--- config.mk ---
export PLATFORM = sky130hd
export DESIGN_NAME = sample_fifo_wr_ctrl
export DESIGN_NICKNAME = d
export VERILOG_FILES = /design/src/rtl/dcfeb_wr_pkg.sv /design/src/rtl/trig_pend_cnt.sv /design/src/rtl/sample_fifo_wr_ctrl.sv
export SDC_FILE = /design/constraint.sdc
export NUM_CORES = 1
export LEC_CHECK = 0
export CORE_MARGIN = 2
export CORE_UTILIZATION = 33
export DETAILED_ROUTE_END_ITERATION = 6
export HOLD_SLACK_MARGIN = 0.03
export MAX_ROUTING_LAYER = met4
export SYNTH_ARGS = -nofsm -noshare
export SYNTH_HDL_FRONTEND = slang
export SYNTH_SLANG_ARGS = --single-unit
--- constraint.sdc ---
create_clock -name CLK -period 1.8 [get_ports CLK]
set_input_delay 0.36 -clock CLK [delete_from_list [all_inputs] [get_ports CLK]]
set_output_delay 0.36 -clock CLK [all_outputs]
set_load 0.01 [all_outputs]
--- src/rtl/dcfeb_wr_pkg.sv ---
// Shared definitions for the sample FIFO write controller:
// state encoding, word-select codes, size limits, clamp helper.
package dcfeb_wr_pkg;

  localparam int NSAMP_W = 7;
  localparam int EVT_W   = 12;
  localparam int QCNT_W  = 3;

  localparam logic [NSAMP_W-1:0] MAX_NSAMP  = 7'd96;
  localparam logic [QCNT_W-1:0]  QDEPTH_MAX = 3'd7;

  typedef enum logic [1:0] {
    ST_IDLE = 2'd0,
    ST_HDR  = 2'd1,
    ST_DATA = 2'd2,
    ST_TRL  = 2'd3
  } wr_state_t;

  localparam logic [1:0] WSEL_DATA = 2'b00;
  localparam logic [1:0] WSEL_HDR  = 2'b01;
  localparam logic [1:0] WSEL_TRL  = 2'b10;

  function automatic logic [NSAMP_W-1:0] clamp_nsamp(
    input logic [NSAMP_W-1:0] n
  );
    return (n > MAX_NSAMP) ? MAX_NSAMP : n;
  endfunction

  function automatic logic [1:0] wsel_of(input wr_state_t s);
    logic [1:0] w;
    w = WSEL_DATA;
    unique case (s)
      ST_HDR:  w = WSEL_HDR;
      ST_TRL:  w = WSEL_TRL;
      default: w = WSEL_DATA;
    endcase
    return w;
  endfunction

endpackage

--- src/rtl/trig_pend_cnt.sv ---
// Pending-trigger counter: triggers waiting behind the current event.
// Ports: CLK, RST (async high), CLR, INC, DEC, CNT (0..7), FULL.
module trig_pend_cnt
  import dcfeb_wr_pkg::*;
(
  input  logic              CLK,
  input  logic              RST,
  input  logic              CLR,
  input  logic              INC,
  input  logic              DEC,
  output logic [QCNT_W-1:0] CNT,
  output logic              FULL
);

  assign FULL = (CNT == QDEPTH_MAX);

  // Simultaneous INC and DEC cancel out.
  always_ff @(posedge CLK or posedge RST) begin
    if (RST) begin
      CNT <= '0;
    end else if (CLR) begin
      CNT <= '0;
    end else if (INC && !DEC && !FULL) begin
      CNT <= CNT + 3'd1;
    end else if (DEC && !INC && CNT != '0) begin
      CNT <= CNT - 3'd1;
    end
  end

endmodule

--- src/rtl/sample_fifo_wr_ctrl.sv ---
// Sample FIFO write controller: per trigger writes header, NSAMP data
// words (clamped to 96) and trailer, with registered WREN/WSEL.
// Ports: CLK, RST (async high), FIFO_RDY, FIFO_RST, TRIG, NSAMP, PAF
// in; WREN, WSEL, EVT_NUM, BUSY, MISSED, QDEPTH out.
// Build option: define TRIG_QUEUE_EN to add the 7-deep trigger queue;
// without it QDEPTH is 0 and triggers during an event are lost.
module sample_fifo_wr_ctrl
  import dcfeb_wr_pkg::*;
(
  input  logic               CLK,
  input  logic               RST,
  input  logic               FIFO_RDY,
  input  logic               FIFO_RST,
  input  logic               TRIG,
  input  logic [NSAMP_W-1:0] NSAMP,
  input  logic               PAF,
  output logic               WREN,
  output logic [1:0]         WSEL,
  output logic [EVT_W-1:0]   EVT_NUM,
  output logic               BUSY,
  output logic               MISSED,
  output logic [QCNT_W-1:0]  QDEPTH
);

  wr_state_t          state;
  wr_state_t          nxt;
  logic [NSAMP_W-1:0] cnt;
  logic [NSAMP_W-1:0] n_clamp;
  logic               fault;
  logic               acc_ok;
  logic               room;
  logic               acc;
  logic               q_pend;
  logic               abort;

  assign fault   = ~FIFO_RDY | FIFO_RST;
  assign acc_ok  = TRIG & ~fault & ~PAF;
  assign n_clamp = clamp_nsamp(NSAMP);
  assign abort   = fault & (state != ST_IDLE);
  assign acc     = acc_ok & room;

`ifdef TRIG_QUEUE_EN
  logic q_full;
  logic q_inc;
  logic q_dec;
  logic start;

  assign start  = (nxt == ST_HDR);
  assign room   = ~q_full;
  assign q_pend = (QDEPTH != '0);
  // A queued trigger is consumed on every Hdr entry; a new trigger
  // is queued unless it is itself the one starting the event.
  assign q_dec  = start & q_pend;
  assign q_inc  = acc & ~(start & ~q_pend);

  trig_pend_cnt u_pend (
    .CLK  (CLK),
    .RST  (RST),
    .CLR  (abort),
    .INC  (q_inc),
    .DEC  (q_dec),
    .CNT  (QDEPTH),
    .FULL (q_full)
  );
`else
  // Without a queue a trigger is only taken when an event can start.
  assign room   = (state == ST_IDLE) | (state == ST_TRL);
  assign q_pend = 1'b0;
  assign QDEPTH = '0;
`endif

  always_comb begin
    nxt = state;
    unique case (state)
      ST_IDLE: begin
        if (acc | (q_pend & ~fault)) nxt = ST_HDR;
      end
      ST_HDR: begin
        if (fault)               nxt = ST_IDLE;
        else if (n_clamp != '0)  nxt = ST_DATA;
        else                     nxt = ST_TRL;
      end
      ST_DATA: begin
        if (fault)               nxt = ST_IDLE;
        else if (cnt == 7'd1)    nxt = ST_TRL;
      end
      ST_TRL: begin
        if (fault)               nxt = ST_IDLE;
        else if (acc | q_pend)   nxt = ST_HDR;
        else                     nxt = ST_IDLE;
      end
      default: nxt = ST_IDLE;
    endcase
  end

  always_ff @(posedge CLK or posedge RST) begin
    if (RST) begin
      state   <= ST_IDLE;
      WREN    <= 1'b0;
      WSEL    <= WSEL_DATA;
      cnt     <= '0;
      EVT_NUM <= '0;
      MISSED  <= 1'b0;
    end else begin
      state <= nxt;
      WREN  <= (nxt != ST_IDLE);
      WSEL  <= wsel_of(nxt);
      if (state == ST_HDR)      cnt <= n_clamp;
      else if (nxt == ST_DATA)  cnt <= cnt - 7'd1;
      else                      cnt <= '0;
      // Aborted trailers do not advance the event number.
      if (state == ST_TRL && !fault) EVT_NUM <= EVT_NUM + 12'd1;
      if ((TRIG & ~acc) | abort)     MISSED  <= 1'b1;
    end
  end

  assign BUSY = (state != ST_IDLE);

endmodule

After elaboration in Yosys (flattened, before gate mapping)
Cells that the tools add are included.

word-level totals
  RAM bits = 0
  memories kept = 0
  word-level logic and storage cells = 46
  bits in read-only memories = 0
  flip-flop bits (word level) = 25
  bits in latches = 0
  bits of input ports = 13
  output and inout bits = 20

operators by class
  reductions and logical operators = 6
  equality and inequality tests = 7
  muxes and demuxes = 12
  shifts and indexed selects = 0
  multiply operators = 0
  bitwise gates (word level) = 12
  div/mod/pow operators = 0
  order comparisons = 1
  add/sub/neg operators = 2

operator list
  operator               count
  $mux 7                 3
  $add 12x1->12 const B  1
  $eq 2x2->1 const B     4
  $mux 2                 4
  $pmux 2 s4             1
  $eq 7x1->1 const B     1
  $gt 7x7->1 const B     1
  $reduce_bool 7->1      1
  $sub 7x1->7 const B    1
  $and 1x1->1            5
  $eq 2x1->1 const B     2
  $not 1->1              4
  $pmux 2 s2             1
  $reduce_bool 2->1      2
  $mux 1                 3
  $or 1x1->1             3
  $logic_not 2->1        1
  $logic_and 1x1->1      1
  $logic_not 1->1        1

Depth between registers and ports, before layout
  word-level depth = 12
  gate-level depth with buffers = 8
  gate-level depth less buffers = 8

Worst setup path after synthesis
Ideal clock, no wire load.

  path kind = register to register
  from = register state[1]
  to = register cnt[5]
  clock period less this slack = 1.928 ns
  data arrival time = 1.807 ns
  library setup time = 0.122 ns
  stages on the path, launching flop included = 9
  slack = -0.128 ns
  cell sequence = dfrtp_1 > inv_1 > ha_1 > or3b_1 > o21ai_2 > nand2_1 > a22oi_2 > inv_2 > a32o_1

between the ends
  elaborated cells on any way between the ends = 15
  classes of those cells = 4 x eq/ne; 8 x mux; 2 x bitwise; 1 x reduce/logical

RTL lines
  element                                               line                                                  text
  start, declared                                       sample_fifo_wr_ctrl.sv:25                             wr_state_t state;
  start signal, assigned                                sample_fifo_wr_ctrl.sv:105                            state <= nxt;
  $eq 2x2->1 / $logic_not 2->1 (equally long branches)  sample_fifo_wr_ctrl.sv:67, sample_fifo_wr_ctrl.sv:74
  $or 1x1->1                                            sample_fifo_wr_ctrl.sv:67                             assign room = (state == ST_IDLE) | (state == ST_TRL);
  $and 1x1->1                                           sample_fifo_wr_ctrl.sv:40                             assign acc = acc_ok & room;
  $mux 2                                                sample_fifo_wr_ctrl.sv:76                             if (acc | (q_pend & ~fault)) nxt = ST_HDR;
  $pmux 2 s4 (*)                                        sample_fifo_wr_ctrl.sv:74                             unique case (state)
  named net nxt[1]                                      sample_fifo_wr_ctrl.sv:26                             wr_state_t nxt;
  $eq 2x2->1 (*)                                        sample_fifo_wr_ctrl.sv:109                            else if (nxt == ST_DATA) cnt <= cnt - 7'd1;
  $mux 7 (*)                                            sample_fifo_wr_ctrl.sv:109
  $mux 7 (*)                                            sample_fifo_wr_ctrl.sv:108                            if (state == ST_HDR) cnt <= n_clamp;
  end signal, assigned                                  sample_fifo_wr_ctrl.sv:108
  end signal, assigned                                  sample_fifo_wr_ctrl.sv:109
  end, declared                                         sample_fifo_wr_ctrl.sv:27                             logic [NSAMP_W-1:0] cnt;

The timed path passes the listed nets; every way through them passes the cells marked *.
A chain may end at the register's enable or synchronous reset.

Worst setup path after layout
Same ends and word-level chain as after synthesis.

==> impl_metrics.json <==
{
  "ys_ff_latch": 25,
  "pre_cts_slack_ns": -0.292,
  "layout_worst_path_cycle_share_pct": 104,
  "drtIter0Drc": 54,
  "grt_pass1_wl_um": 5060,
  "synth_cell_types": 41,
  "drive_gt1_share_pct": 31.6,
  "routed_wl_um": 3010,
  "start_util_pct": 34.6,
  "die-area_um2": 4760,
  "cts_tree": "yes",
  "instances_no_fill": 240,
  "drc": 0,
  "rows": 23,
  "dr.pass1.iters": 4,
  "crit_fanout": 4,
  "ys.flop_type": "dfrtp_1",
  "ys_warn_count": 0,
  "cts_made_buffers": 3,
  "finalSetupViolCount": 8,
  "violations": "negative setup slack",
  "period_needed_ns": 1.87,
  "synth_edf_count": 0,
  "gp_congestion": 0.792,
  "end_kind": "register",
  "hp-class": "input port to async pin",
  "die_x_um": 69.0,
  "finalPower_uw": 2190,
  "crit_required_ns": 1.96,
  "routedWlPerCell_um": 12.5,
  "worstRegToRegCells": 8,
  "hpwl_um": 2340,
  "nets": 212,
  "dp.cells": 232,
  "syn_area_per_cell_um2": 10.7,
  "grt_setup_unrepaired": "true",
  "via_per_inst": 4.85,
  "pin_count": 33,
  "status": "complete, but fails checks",
  "htreeDepth": 1,
  "async_flop_share_pct": 100,
  "grt_antenna_before_repair": 0,
  "clockBufferDepth": 2,
  "synthToLayoutAreaGrowth_pct": 47.1,
  "regToRegSetupSlack_ns": -0.07,
  "yosysSeqAreaShare_pct": 44.9,
  "power_density_nw_per_um2": 1070,
  "drv_cap": 0,
  "fmax_ghz": 0.533,
  "cp-start-kind": "register",
  "worst_ep_arrival_time_ns": 2.04,
  "overflow": 0,
  "num_vias": 1163,
  "worstSetupPathType": "register to register",
  "reg2reg_to": "cnt[5]$_DFF_PP0_",
  "insertion_delay_ns": 0.27,
  "clk_pin_slew_ns": 0.09,
  "finalHoldViolations": 0,
  "syn-instance-count": 130,
  "clock_skew_ns": 0.00245,
  "ant_nets": 0,
  "utilization_pct": 50.9,
  "die_y_um": 69.0,
  "grt_pass1_vias": 1157,
  "vdd_ir_drop_max_mv": 0.545,
  "grt_start_max_net_pins": 26,
  "finalMaxSlewViolations": 0,
  "ctsRootBufferMaster": "clkbuf_8",
  "netlist_area_um2": 1390,
  "portBuffers": 29,
  "p_leak_uw": 0.000967,
  "r2r-start": "state[1]$_DFF_PP0_",
  "worst_slack_ns": -0.0747,
  "clkSinkCount": 25,
  "grt_usage_pct": 14.9,
  "core_um2": 4030,
  "diodes": 0
}
-- per-stage QoR --
step	setup TNS (ns)	area [um^2]	hold WS [ns]
floorplan	-0.263	1420	0.387
global placement	-2.70	1930	0.459
detailed placement	-3.35	1930	0.470
CTS	-0.517	2010	0.446
global route	-1.32	2050	0.447
finish	-0.348	2050	0.433
-- Yosys cell counts, drive strengths merged (2+ instances only) --
| library cell | instances | share of area [%] |
|---|---|---|
| a21oi | 3 | 1.1 |
| nand2b | 2 | 0.90 |
| ha | 8 | 7.2 |
| nand4 | 2 | 1.3 |
| o21ai | 4 | 2.0 |
| a22oi | 2 | 1.4 |
| inv | 9 | 2.4 |
| nand3 | 6 | 2.2 |
| dfrtp | 25 | 45 |
| a32o | 7 | 5.0 |
| xor2 | 6 | 3.8 |
| xnor2 | 8 | 5.0 |
| a21boi | 2 | 1.3 |
| nor2 | 14 | 3.8 |
| nor4 | 2 | 2.0 |
| nand2 | 9 | 2.4 |
| buf | 4 | 2.4 |
-- cell usage in the layout (no fill, tap or decap), types with 3 or more instances in the layout --
cell type,synthesis,final
a21oi_1,3,3
nand3_1,6,6
xnor2_1,8,8
conb_1,1,3
nor2_2,0,4
a32o_1,7,7
xor2_1,6,6
nand2_1,9,9
inv_1,8,6
buf_4,3,29
nor2_1,14,10
ha_1,8,5
inv_2,1,3
clkbuf_8,0,3
clkdlybuf4s50_1,0,28
dfrtp_1,25,25
-- cell families after synthesis --
logic type               share of synthesized area [%]
AND/OR/NAND/NOR                                   19.3
flip-flops                                        44.9
AO/OA/AOI/OAI                                     13.6
XOR/XNOR                                          8.80
buffers and inverters                             5.12
adder cells (fa/ha/maj)                           7.18
other                                            0.269
multiplexers                                     0.808
-- how the worst max path moves through the flow --
stage,startpoint,to,slack [ns]
floorplan,state[1]$_DFF_PP0_,cnt[5]$_DFF_PP0_,-0.06
global placement,TRIG,cnt[5]$_DFF_PP0_,-0.25
detailed placement,TRIG,cnt[5]$_DFF_PP0_,-0.29
CTS,state[1]$_DFF_PP0_,cnt[6]$_DFF_PP0_,-0.1
global route,state[1]$_DFF_PP0_,cnt[6]$_DFF_PP0_,-0.19
finish,state[1]$_DFF_PP0_,cnt[5]$_DFF_PP0_,-0.07
-- critical path, cell delays in order, from the launching register on --
cell	delay (ns)
dfrtp_1	0.40
inv_2	0.10
ha_4	0.20
or3b_4	0.39
o21ai_2	0.15
nand2_1	0.08
a22oi_2	0.15
inv_2	0.08
a32o_1	0.21
-- power breakdown --
group,internal (uW),switching (uW)
Clock,157,182
Sequential,645,80.1
Combinational,580,545
-- flip-flops by register name, summed over array words and instances, names as in the netlist --
register,flops
MISSED,1
WREN,1
state,2
cnt,7
EVT_NUM,12
WSEL,2
-- area by class of cell --
class | instances | area, um^2
fill | 365 | 1980
multi-input combinational | 93 | 762
sequential | 25 | 626
timing repair buffer | 59 | 518
tap | 50 | 62.6
clock buffer | 3 | 41.3
inverter | 9 | 33.8
clock inverter | 1 | 7.51
-- layer usage --
metal  GRT usage [%]  wire [um]
met2            24.2       1410
met4            5.39         74
met1            17.7       1380
met3            4.22        148
met5               -          0
-- repair_timing --
item | CTS | global route
setup buffers | 4 | 2
pin swaps | 1 | 0
hold buffers | 0 | 0
setup endpoints to repair | 12 | 14
resized for setup | 6 | 8
(Power assumes the default switching activity.)
